--- config.mk ---
export PLATFORM = sky130hd
export DESIGN_NAME = unidade_busca
export DESIGN_NICKNAME = d
export VERILOG_FILES = /design/src/rtl/processador_pkg.sv /design/src/rtl/calc_proximo_pc.sv /design/src/rtl/unidade_busca.sv
export SDC_FILE = /design/constraint.sdc
export NUM_CORES = 1
export LEC_CHECK = 0
export CAP_MARGIN = 20
export CORE_MARGIN = 3
export CORE_UTILIZATION = 45
export DETAILED_ROUTE_END_ITERATION = 7
export PLACE_DENSITY = 0.84
export SETUP_SLACK_MARGIN = 0.02
export SYNTH_ARGS = -nofsm -noshare
export SYNTH_HDL_FRONTEND = slang
export SYNTH_SLANG_ARGS = --single-unit
export TNS_END_PERCENT = 5
--- constraint.sdc ---
create_clock -name clk -period 8.2 [get_ports clk]
set_input_delay 1.64 -clock clk [delete_from_list [all_inputs] [get_ports clk]]
set_output_delay 1.64 -clock clk [all_outputs]
set_load 0.01 [all_outputs]
--- src/rtl/processador_pkg.sv ---
// Shared definitions for the fetch unit and its control-unit interface:
// instruction field positions, JumpValue target-select encodings, the HALT
// encoding and the fetch FSM state type.
package processador_pkg;

  // Instruction field layout: [15:14] opcode, [13:11] funct, [10:0] imm
  localparam int OPCODE_MSB = 15;
  localparam int OPCODE_LSB = 14;
  localparam int FUNCT_MSB  = 13;
  localparam int FUNCT_LSB  = 11;
  localparam int IMM_MSB    = 10;
  localparam int IMM_LSB    = 0;
  localparam int OPCODE_W   = OPCODE_MSB - OPCODE_LSB + 1;
  localparam int FUNCT_W    = FUNCT_MSB - FUNCT_LSB + 1;
  localparam int IMM_W      = IMM_MSB - IMM_LSB + 1;

  // Relative branches use only the low byte of the immediate, sign-extended
  localparam int REL_W = 8;

  // Target select driven by the control unit
  typedef enum logic [1:0] {
    JV_SEQ = 2'b00,
    JV_REL = 2'b01,
    JV_ABS = 2'b10,
    JV_REG = 2'b11
  } jump_value_t;

  // HALT is opcode 3 / funct 7 presented while the control unit holds PCWrite low
  localparam logic [OPCODE_W-1:0] HALT_OPCODE = 2'b11;
  localparam logic [FUNCT_W-1:0]  HALT_FUNCT  = 3'b111;

  typedef enum logic [1:0] {
    BOOT = 2'b00,
    RUN  = 2'b01,
    HALT = 2'b10
  } estado_t;

endpackage

--- src/rtl/calc_proximo_pc.sv ---
// Next-PC selector: sequential, PC-relative, absolute or register target.
// Purely combinational (zero latency), no backpressure; sits on the critical
// path imem_data -> control unit -> JumpValue/Zero -> imem_addr.
// Ports: pc, Imm, RegJumpAddr, Jump, Cond, Zero, JumpValue in; target out.
module calc_proximo_pc
  import processador_pkg::*;
#(
  parameter int ADDR_W = 8
) (
  input  logic [ADDR_W-1:0] pc,
  input  logic [IMM_W-1:0]  Imm,
  input  logic [ADDR_W-1:0] RegJumpAddr,
  input  logic              Jump,
  input  logic              Cond,
  input  logic              Zero,
  input  logic [1:0]        JumpValue,
  output logic [ADDR_W-1:0] target
);

  logic              taken;
  logic [ADDR_W-1:0] rel_off;

  assign taken   = Jump | (Cond & Zero);
  // Sign-extend the low immediate byte; the adder then wraps naturally mod 2^ADDR_W
  assign rel_off = ADDR_W'($signed(Imm[REL_W-1:0]));

  always_comb begin
    target = pc + ADDR_W'(1);
    if (taken) begin
      case (jump_value_t'(JumpValue))
        JV_REL:  target = pc + rel_off;
        JV_ABS:  target = Imm[ADDR_W-1:0];
        JV_REG:  target = RegJumpAddr;
        default: target = pc + ADDR_W'(1);
      endcase
    end
  end

  // Upper immediate bits only matter for wider address configurations
  logic unused_imm;
  assign unused_imm = ^Imm;

endmodule

--- src/rtl/unidade_busca.sv ---
// Instruction fetch / PC sequencing: owns pc, drives the synchronous ROM
// address, splits the fetched word into Opcode/Funct/Imm for the control unit.
// Latency: one BOOT bubble after reset, then one instruction per cycle with no
// taken-branch bubble. PCWrite=0 stalls (same word re-presented) or, on the
// HALT encoding, parks the unit until reset.
// Ports: clk, reset_n; imem_addr/imem_data to ROM; Opcode/Funct/Imm,
// instr_valid, pc_out, pc_plus1, halted out; PCWrite, Cond, Jump, JumpValue,
// Zero, RegJumpAddr from control unit / datapath.
module unidade_busca
  import processador_pkg::*;
#(
  parameter int                ADDR_W   = 8,
  parameter int                INSTR_W  = 16,
  parameter logic [ADDR_W-1:0] RESET_PC = '0
) (
  input  logic                clk,
  input  logic                reset_n,
  output logic [ADDR_W-1:0]   imem_addr,
  input  logic [INSTR_W-1:0]  imem_data,
  output logic [OPCODE_W-1:0] Opcode,
  output logic [FUNCT_W-1:0]  Funct,
  output logic [IMM_W-1:0]    Imm,
  output logic                instr_valid,
  output logic [ADDR_W-1:0]   pc_out,
  output logic [ADDR_W-1:0]   pc_plus1,
  output logic                halted,
  input  logic                PCWrite,
  input  logic                Cond,
  input  logic                Jump,
  input  logic [1:0]          JumpValue,
  input  logic                Zero,
  input  logic [ADDR_W-1:0]   RegJumpAddr
);

  estado_t           state, state_next;
  logic [ADDR_W-1:0] pc, pc_next;
  logic [ADDR_W-1:0] target;
  logic              run;
  logic              halt_word;

  assign run = (state == RUN);

  // Fields come straight from the ROM output; outside RUN they collapse to NOP
  assign Opcode = run ? imem_data[OPCODE_MSB:OPCODE_LSB] : '0;
  assign Funct  = run ? imem_data[FUNCT_MSB:FUNCT_LSB]   : '0;
  assign Imm    = run ? imem_data[IMM_MSB:IMM_LSB]       : '0;

  assign halt_word = (imem_data[OPCODE_MSB:OPCODE_LSB] == HALT_OPCODE) &&
                     (imem_data[FUNCT_MSB:FUNCT_LSB]   == HALT_FUNCT);

  assign pc_out   = pc;
  assign pc_plus1 = pc + ADDR_W'(1);

  calc_proximo_pc #(
    .ADDR_W(ADDR_W)
  ) u_calc_proximo_pc (
    .pc          (pc),
    .Imm         (Imm),
    .RegJumpAddr (RegJumpAddr),
    .Jump        (Jump),
    .Cond        (Cond),
    .Zero        (Zero),
    .JumpValue   (JumpValue),
    .target      (target)
  );

  always_ff @(posedge clk or negedge reset_n) begin
    if (!reset_n) begin
      state <= BOOT;
      pc    <= RESET_PC;
    end else begin
      state <= state_next;
      pc    <= pc_next;
    end
  end

  // imem_addr always equals the value pc will hold after the edge, so the ROM
  // word arriving next cycle is the one addressed by pc.
  always_comb begin
    state_next  = state;
    pc_next     = pc;
    imem_addr   = pc;
    instr_valid = 1'b0;
    halted      = 1'b0;
    case (state)
      BOOT: begin
        imem_addr  = RESET_PC;
        state_next = RUN;
      end
      RUN: begin
        instr_valid = 1'b1;
        if (PCWrite) begin
          imem_addr = target;
          pc_next   = target;
        end else if (halt_word) begin
          state_next = HALT;
        end
      end
      HALT: begin
        halted = 1'b1;
      end
      default: begin
        state_next = BOOT;
      end
    endcase
  end

endmodule

# --- Word-level counts from Yosys, hierarchy flattened ---
# Index checks and enable logic that the tools add are counted.
classes:
  n_addsub: 2
  n_mul: 0
  div: 0
  n_lt_le_gt_ge: 0
  n_eq_ne: 9
  shifts: 0
  muxes: 12
  n_bitwise: 3
  reduce_logical: 3
op_table:
  columns: ["operator", "n"]
  rows:
  - ["$pmux W8 S3", 1]
  - ["$mux W8", 2]
  - ["$pmux W8 S2", 1]
  - ["$mux W11", 1]
  - ["$add A8 B1 Y8 const B", 1]
  - ["$add A8 B8 Y8", 1]
  - ["$eq A2 B2 Y1 const B", 4]
  - ["$mux W2", 3]
  - ["$pmux W2 S3", 1]
  - ["$eq A2 B1 Y1 const B", 2]
  - ["$eq A3 B3 Y1 const B", 1]
  - ["$mux W3", 1]
  - ["$reduce_and A3 Y1", 1]
  - ["$logic_not A2 Y1", 1]
  - ["$mux W1", 2]
  - ["$ne A2 B1 Y1 const B", 1]
  - ["$ne A2 B2 Y1 const B", 1]
  - ["$and A1 B1 Y1", 1]
  - ["$logic_and A1 B1 Y1", 1]
  - ["$not A1 Y1", 1]
  - ["$or A1 B1 Y1", 1]
totals:
  reg_bits: 10
  latchBits: 0
  mem_bits_rw: 0
  rom_bits: 0
  out_inout_bits: 42
  wordCells: 31
  mem_count: 0

# --- Depth between registers and ports, before layout ---
# Gate-level depths: netlist of run 1.
logic_depth:
  depth_word: 7
  ltp_mapped: 12

# --- Modules after synthesis ---
# From an unflattened synthesis of run 1, not the netlist that was laid out.
hier_totals:
  hier_cells: 182
  hier_area_um2: 1387.6
by_module_without_submodules:
  columns: ["module", "n_inst", "cells_each", "area_per_inst_um2"]
  rows:
  - ["unidade_busca", 1, 91, 708.2]
  - ["calc_proximo_pc", 1, 91, 679.4]

# --- Worst setup path after synthesis of run 1 ---
# OpenSTA, ideal clock, no wires.
synth_timing:
  kind: "input port to output port"
  startpoint: "input port imem_data[0]"
  endpoint: "output port imem_addr[6]"
  t_arrival_ps: 3570
  required_time_ps: 6560
  slack_ps: 2990
  stages: 8
  n_path_buf: 0
  path_cell_list: "and2_1 > ha_1 > fa_1 > o221ai_1 > a21oi_2 > o211a_1 > or4_4 > nand3_1"
synth_via:
  elab_chain_cells: 6
synth_rtl:
  columns: ["element", "line_no", "rtl"]
  rows:
  - ["start, declared", "unidade_busca.sv:19", "input logic [INSTR_W-1:0] imem_data,"]
  - ["$mux W11", "unidade_busca.sv:46", "assign Imm = run ? imem_data[IMM_MSB:IMM_LSB] : '0;"]
  - ["$add A8 B8 Y8", "calc_proximo_pc.sv:31", "JV_REL: target = pc + rel_off;"]
  - ["$pmux W8 S3", "calc_proximo_pc.sv:30", "case (jump_value_t'(JumpValue))"]
  - ["$mux W8", "calc_proximo_pc.sv:29", "if (taken) begin"]
  - ["$mux W8", "unidade_busca.sv:92", "if (PCWrite) begin"]
  - ["$pmux W8 S2", "unidade_busca.sv:85", "case (state)"]
  - ["end, declared", "unidade_busca.sv:18", "output logic [ADDR_W-1:0] imem_addr,"]
# Every way passes these cells.

# --- Worst setup path after layout of run 1 ---
layout_timing:
  startpoint: "input port JumpValue[0]"
  endpoint: "output port imem_addr[4]"
layout_via:
  elab_chain_cells: 5
  word_cells_on_any_way: 7
  classes_between: "eq/ne (3); mux (4)"
layout_rtl:
  columns: ["element", "line_no", "rtl"]
  rows:
  - ["start, declared", "unidade_busca.sv:30", "input logic [1:0] JumpValue,"]
  - ["$eq A2 B2 Y1 / $eq A2 B1 Y1 (equally long branches)", "calc_proximo_pc.sv:30", null]
  - ["$pmux W8 S3 (*)", "calc_proximo_pc.sv:30", null]
  - ["$mux W8 (*)", "calc_proximo_pc.sv:29", null]
  - ["$mux W8 (*)", "unidade_busca.sv:92", null]
  - ["$pmux W8 S2 (*)", "unidade_busca.sv:85", null]
# Mark *: on every way between the ends. The rest lies on a longest branch, timed or not.

==> flow_metrics.py, run 1 <==
metrics = {
    "clocking": {
        "cts_hold_buf": 0,
        "clockRootBuffer": "clkbuf_4",
        "postCtsSetupBuffers": 0,
        "cts_resized": 0,
        "numCtsBuffers": 3,
        "cts_tree": "built",
        "clockBufferDepth": 2,
        "cts.sinks": 10,
        "h-tree-depth": 1,
        "clkLatencyLatePin_ps": 280,
        "clk_pin_slew_ps": 80,
    },
    "floorplan": {
        "die_h_um": 65.82,
        "start_util": 0.4751,
        "io_pins": 74,
        "num_rows": 21,
        "core-area_um2": 3390,
        "die_w_um": 65.82,
        "die_area_um2": 4332,
    },
    "finish": {
        "antennaDiodeCount": 0,
        "area_growth_syn_to_layout_pct": 46.31,
        "drive_above_1_share": 0.04693,
        "num-nets-final": 316,
        "stdcell_count": 323,
    },
    "sta": {
        "hold_violations": 0,
        "drv_slew": 0,
        "min_period_ps": 6290,
        "tightest_slew_ps": 891.9,
        "max_freq_ghz": 0.1590,
        "fin_skew_ps": 0.5240,
        "maxSlewHeadroom": 0.4032,
        "rsz0062_at_grt": "no",
        "fin_setup_tns_ps": 0,
        "period_share": 0.7671,
        "setup_viol": 0,
    },
    "setup_path": {
        "critPathArrivalTime_ps": 4650,
        "crit_type": "in2out",
        "required_ps": 6560,
        "critPathLaunchType": "input port",
        "critPathMaxFanout": 23,
        "endpoint_kind": "primary output",
    },
    "place": {
        "io_buffers": 73,
        "dp_hpwl_mm": 3.968,
        "gp_congestion": 0.8835,
        "dp_cells": 319,
    },
    "synth": {
        "synth.distinct_cells": 58,
        "syn_avg_cell_area_um2": 7.455,
        "synth_seq_area_share": 0.1554,
        "yosysMostFrequentCell": "nand2_1",
        "ys_top_cells_by_area": "dfrtp_1 (16%), and2_1 (5.4%), xnor2_1 (4.9%)",
        "synthesis.area_um2": 1610,
        "yosysTopAreaCell": "dfrtp_1",
        "synth_cells": 216,
        "synth-async-reset-ratio": 1.000,
        "synth_fp_nets": 254,
        "yosysWarningCount": 0,
        "synth_flop_cell": "dfrtp_1",
        "synth_top_cell_area_share": 0.1554,
        "synth_edf_count": 0,
        "synth_common_cells": "nand2_1 (19), and2_1 (14), o21ai_0 (12)",
        "ys_ff_latch": 10,
    },
    "run": {
        "max_cap_violations": 0,
    },
    "global_route": {
        "track_usage": 0.2543,
        "grt_max_degree": 24,
        "gr-total-overflow": 0,
        "antenna_found_initial": 0,
        "grt_pass1_wl_mm": 8.680,
        "grt_pass1_vias": 1824,
    },
    "drt": {
        "via_count": 1954,
        "ant_nets": 0,
        "wl_per_cell_um": 16.09,
        "firstDrtPassIters": 5,
        "route.detailed.drc": 0,
        "vias_per_cell": 6.050,
        "drt-total-wl_mm": 5.196,
        "first_iter_violations": 192,
    },
    "power_and_ir_drop": {
        "powerDensity_nw_per_um2": 205.5,
        "p_leak_nw": 0.9739,
        "vdd_drop_max_uv": 134.3,
    },
    "min_path": {
        "hp-class": "reg2reg",
    },
    "run_status": {
        "status": "completed",
    },
}
cells in the final DEF (no fill, tap or decap), types with 7 or more instances in the layout:
cell type | Yosys | routed
nand3_1 | 8 | 8
a21o_1 | 9 | 9
o21ai_0 | 12 | 12
inv_1 | 7 | 7
clkdlybuf4s50_1 | 0 | 73
a21oi_1 | 8 | 8
a211oi_1 | 8 | 8
nor2_1 | 9 | 9
and2_1 | 14 | 14
xnor2_1 | 9 | 9
dfrtp_1 | 10 | 10
nand2_1 | 19 | 19
state kept, by name (all words and copies together), names as in the netlist:
signal and cells:
state 2, pc_out 8
final timing paths:
path,cells past startpoint,slack (ps),end,startpoint
worst max-delay path,7,1910,imem_addr[4],JumpValue[0]
worst min-delay path,2,660,pc_out[6],pc_out[6]
worst max register to register,10,4630,pc_out[6],state[1]
worst min register to register,2,660,pc_out[6],pc_out[6]
max in group asynchronous,1,6160,pc_out[1],reset_n
min in group asynchronous,1,1700,pc_out[5],reset_n
kinds of logic (layout without fill, tap and decap cells):
logic type / Yosys count / count (layout) / synth area share
flops: 10 / 10 / 0.1554
simple gates: 85 / 85 / 0.3124
fa+ha+maj: 7 / 7 / 0.05750
buf+inv: 24 / 85 / 0.06760
compound gates: 78 / 78 / 0.3419
xor+xnor: 12 / 12 / 0.06527
final cells by class:
type / count / area, um2
fill: 272 / 1033
tap: 46 / 57.56
timing repair buffer: 73 / 730.7
inverter: 8 / 30.03
sequential: 10 / 250.2
multi-input combinational: 182 / 1251
clock buffer: 4 / 36.28
critical path, stage by stage:
cell and delay (ps):
clkdlybuf4s50_1 980, nor2_1 150, nor2_1 720, nand3_1 200, nor3_1 300, o221ai_1 170
clkdlybuf4s50_1 490
metrics by stage:
stage                     cell area, um2  utilization  hold slack (ps)  worst slack [ps]  total power [mW]
after detailed placement            2320       0.6844            633.2              1951            0.4346
after global routing                2356       0.6951            693.3              1669            0.5244
after CTS                           2356       0.6951            645.9              1940            0.4840
after global placement              2320       0.6844            619.0              1981            0.4323
final                               2356       0.6951            660.1              1910            0.4842
after floorplan                     1610            -            619.1              2990            0.2858
power by group:
part | total [mW] | internal, mW | switching (mW) | leakage, nW
Combinational | 0.330 | 0.180 | 0.150 | 0.834
Sequential | 0.106 | 0.0625 | 0.0434 | 0.119
Clock | 0.0481 | 0.0270 | 0.0210 | 0.0210
Total | 0.484 | 0.270 | 0.214 | 0.974
layer usage:
metal,vias up,part of all wire,GRT usage
met2,120,0.44,0.4080
met3,9,0.12,0.06463
met1,882,0.43,0.3435
li1,943,-,-
met4,0,0.013,0.05181
met5,-,0,0
No activity file was read; power rests on OpenSTA's default activity.
==> run 2: changes to the inputs <==
Settings changed: CORE_UTILIZATION 45 to 42, PLACE_DENSITY 0.84 to 0.79.
Clock period 8.2 ns to 5.9 ns, I/O delays scaled along.
==> flow_metrics.py, run 2 (synthesized netlist as in run 1, its figures left out) <==
metrics = {
    "sta": {
        "drv_slew": 0,
        "setup_viol": 0,
        "setup_slack_ps": 623.7,
        "min_period_ps": 5276,
        "tightest_slew_ps": 749.9,
        "hold_ws_ps": 648.4,
        "hold_violations": 0,
        "maxSlewHeadroom": 0.4948,
        "period_share": 0.8943,
        "rsz0062_at_grt": "no",
        "fin_setup_tns_ps": 0,
        "max_freq_ghz": 0.1895,
        "fin_skew_ps": 2.426,
    },
    "setup_path": {
        "required_ps": 4720,
        "critPathArrivalTime_ps": 4100,
        "r2r_cells": 10,
        "r2r_slack_ps": 3010,
        "critPathLaunchType": "input port",
        "crit_type": "in2out",
        "r2r_start": "state[0]",
        "regToRegEndpoint": "pc_out[6]",
        "crit_end": "imem_addr[6]",
        "critPathMaxFanout": 5,
        "worstSetupStartpoint": "imem_data[0]",
        "endpoint_kind": "primary output",
    },
    "global_route": {
        "antenna_found_initial": 0,
        "track_usage": 0.2544,
        "grt_max_degree": 19,
        "gr-total-overflow": 0,
        "grt_pass1_wl_mm": 8.970,
        "grt_pass1_vias": 1845,
    },
    "finish": {
        "area_growth_syn_to_layout_pct": 50.27,
        "final_cell_mix": "clkdlybuf4s50_1 (73), nand2_1 (19), and2_1 (14)",
        "num-nets-final": 322,
        "final_common_cell": "clkdlybuf4s50_1",
        "antennaDiodeCount": 0,
        "stdcell_count": 329,
        "drive_above_1_share": 0.06714,
        "fin_util": 0.6873,
        "largest_register_ffs": 8,
        "n_fill_cell": 291,
        "final_area_um2": 2420,
    },
    "clocking": {
        "h-tree-depth": 1,
        "clk_pin_slew_ps": 50,
        "cts_resized": 0,
        "cts_hold_buf": 0,
        "numCtsBuffers": 3,
        "clockBufferDepth": 2,
        "cts_tree": "built",
        "clkLatencyLatePin_ps": 240,
        "clockRootBuffer": "clkbuf_8",
        "cts.sinks": 10,
        "postCtsSetupBuffers": 0,
    },
    "drt": {
        "wl_per_cell_um": 16.73,
        "drt-total-wl_mm": 5.503,
        "ant_nets": 0,
        "via_count": 1978,
        "route.detailed.drc": 0,
        "vias_per_cell": 6.012,
        "firstDrtPassIters": 5,
        "first_iter_violations": 169,
    },
    "floorplan": {
        "die_w_um": 67.92,
        "io_pins": 74,
        "num_rows": 21,
        "core-area_um2": 3521,
        "start_util": 0.4574,
        "die_h_um": 67.92,
        "die_area_um2": 4613,
    },
    "place": {
        "dp_cells": 325,
        "io_buffers": 73,
        "placed_cell_area_um2": 2365,
        "pre_cts_slack_ps": 643.9,
        "gp_congestion": 0.8879,
        "dp_hpwl_mm": 4.206,
    },
    "min_path": {
        "hp-class": "reg2reg",
    },
    "power_and_ir_drop": {
        "powerDensity_nw_per_um2": 291.1,
        "power_mw": 0.7043,
        "p_leak_nw": 1.012,
        "vdd_drop_max_uv": 209.1,
    },
    "run": {
        "max_cap_violations": 0,
    },
    "run_status": {
        "status": "completed",
    },
}
## run 2: report_power, final
part,switching (mW),internal (mW)
sequential,0.0611,0.0872
clock,0.0301,0.0589
combinational,0.214,0.253
## run 2: worst min-delay path by stage
stage	startpoint	end	slack, ps	depth (start not counted)
5_1_grt	pc_out[7]	pc_out[7]	680	2
3_5_place_dp	pc_out[5]	pc_out[5]	620	2
2_1_floorplan	pc_out[5]	pc_out[5]	620	2
4_1_cts	pc_out[5]	pc_out[5]	640	2
6_report	pc_out[5]	pc_out[5]	650	2
3_3_place_gp	pc_out[7]	pc_out[7]	630	2
## run 2: routing by layer
metal  up-vias  global-route usage  part of all wire
li1        950                   -                 -
met1       918              0.3504              0.44
met2        99              0.3839              0.46
met3        11             0.07225             0.082
met4         0             0.07196             0.012
met5         -                   0                 0
## run 2: cell type report
cell class | instances | area (um2) | share of cell area
inverter | 8 | 30.03 | 0.01241
multi-input combinational | 182 | 1251 | 0.5171
tap | 46 | 57.56 | 0.02378
sequential | 10 | 250.2 | 0.1034
timing repair buffer | 79 | 775.7 | 0.3206
clock buffer | 4 | 55.05 | 0.02275
## run 2: worst max-delay path, stage by stage
cell             delay, ps
clkdlybuf4s50_1        410
and2_1                 160
ha_1                   210
fa_1                   450
o221ai_1               210
a21oi_2                 90
o211a_1                230
or4_4                  540
nand3_1                100
clkdlybuf4s50_1        530
==> run 3: changes to the inputs <==
Settings changed: REMOVE_ABC_BUFFERS from default to 1.
==> flow_metrics.py, run 3 (synthesized netlist as in run 1, its figures left out) <==
metrics = {
    "finish": {
        "drive_above_1_share": 0.06383,
        "antennaDiodeCount": 0,
        "area_growth_syn_to_layout_pct": 49.42,
        "final_common_cell": "clkdlybuf4s50_1",
        "final_cell_mix": "clkdlybuf4s50_1 (73), nand2_1 (19), and2_1 (14)",
        "n_fill_cell": 321,
        "num-nets-final": 322,
        "largest_register_ffs": 8,
    },
    "global_route": {
        "grt_pass1_wl_mm": 8.687,
        "track_usage": 0.2469,
        "gr-total-overflow": 0,
        "grt_max_degree": 19,
        "grt_pass1_vias": 1875,
        "antenna_found_initial": 0,
    },
    "sta": {
        "max_freq_ghz": 0.1893,
        "maxSlewHeadroom": 0.5198,
        "fin_setup_tns_ps": 0,
        "setup_viol": 0,
        "hold_violations": 0,
        "rsz0062_at_grt": "no",
        "drv_slew": 0,
        "fin_skew_ps": 7.993,
        "min_period_ps": 5284,
        "period_share": 0.8955,
        "tightest_slew_ps": 712.8,
    },
    "clocking": {
        "cts_resized": 0,
        "cts_tree": "built",
        "postCtsSetupBuffers": 0,
        "cts_hold_buf": 0,
        "clockBufferDepth": 2,
        "cts.sinks": 10,
        "clk_pin_slew_ps": 60,
        "h-tree-depth": 1,
        "clockRootBuffer": "clkbuf_8",
        "clkLatencyLatePin_ps": 250,
        "numCtsBuffers": 3,
    },
    "drt": {
        "wl_per_cell_um": 17.05,
        "drt-total-wl_mm": 5.592,
        "first_iter_violations": 150,
        "ant_nets": 0,
        "via_count": 1984,
        "firstDrtPassIters": 4,
        "vias_per_cell": 6.049,
        "route.detailed.drc": 0,
    },
    "setup_path": {
        "crit_type": "in2out",
        "cp_cell_sequence": "clkdlybuf4s50_1 -> and2_1 -> ha_1 -> fa_1 -> o211ai_1 -> a21oi_1 -> o211a_1 -> or4_4 -> nand3_1 -> clkdlybuf4s50_1",
        "critPathArrivalTime_ps": 4100,
        "endpoint_kind": "primary output",
        "critPathMostFrequentCell": "clkdlybuf4s50_1",
        "cp.buffers_inverters": 2,
        "max_stage_delay_ps": 540,
        "critPathMaxFanout": 5,
        "critPathLaunchType": "input port",
        "crit_family": "buffers and inverters",
        "required_ps": 4720,
        "slowest_stage": "or4_4",
    },
    "place": {
        "dp_hpwl_mm": 4.257,
        "gp_congestion": 0.9286,
        "io_buffers": 73,
    },
    "power_and_ir_drop": {
        "vdd_drop_max_uv": 147.7,
        "power_mw": 0.6867,
        "powerDensity_nw_per_um2": 285.4,
        "p_leak_nw": 1.004,
    },
    "run_status": {
        "status": "completed",
    },
    "floorplan": {
        "die_w_um": 67.92,
        "io_pins": 74,
        "die_area_um2": 4613,
        "start_util": 0.4574,
        "num_rows": 21,
        "die_h_um": 67.92,
        "core-area_um2": 3521,
    },
    "min_path": {
        "hp-class": "reg2reg",
    },
    "run": {
        "max_cap_violations": 0,
    },
}
-- run 3: changes by cell type in the layout (fill, tap and decap cells not counted) --
cell	before	now
clkbuf_8	4	3
-- run 3: where the power goes --
group | internal [mW] | total, mW | switching, mW | leakage (nW)
sequential | 0.0872 | 0.146 | 0.0589 | 0.119
combinational | 0.253 | 0.465 | 0.212 | 0.864
clock | 0.0450 | 0.0758 | 0.0308 | 0.0216
total | 0.385 | 0.687 | 0.302 | 1.00
-- run 3: area by class of cell --
class,count,area [um2],area share
repair buffers,79,775.7,0.3224
clock buffers,3,41.29,0.01716
multi-input cells,182,1251,0.5200
inverters,8,30.03,0.01248
well taps,46,57.56,0.02392
flip-flops and latches,10,250.2,0.1040
-- run 3: tightest hold or removal path: stages (launching register included) --
cell and delay (ps):
dfrtp_1 460, nand2_1 90, o21ai_1 60
-- run 3: per-stage QoR --
step,util,hold slack (ps),cell area [um2],std cells,setup slack (ps)
after global routing,0.6834,665.8,2406,328,537.6
after detailed placement,0.6716,614.7,2365,325,634.9
after global placement,0.6716,608.6,2365,325,658.1
after floorplan,-,620.3,1531,200,1597
after CTS,0.6834,637.7,2406,328,633.2
final,0.6834,643.8,2406,328,616.5
-- run 3: worst paths after layout --
check / start / end / slack (ps) / cells after the start
worst max-delay path: imem_data[0] / imem_addr[6] / 620 / 10
worst min-delay path: pc_out[7] / pc_out[7] / 640 / 2
worst max register to register: state[0] / pc_out[6] / 3050 / 11
worst min register to register: pc_out[7] / pc_out[7] / 640 / 2
max in group asynchronous: reset_n / state[0] / 4230 / 1
min in group asynchronous: reset_n / pc_out[7] / 1290 / 1
-- run 3: per-layer routing --
metal | track usage | vias up | routed length, um
met3 | 0.06568 | 9 | 556
met1 | 0.3144 | 906 | 2383
met2 | 0.4176 | 113 | 2586
met5 | 0 | - | 0
met4 | 0.04963 | 0 | 65
li1 | - | 956 | -
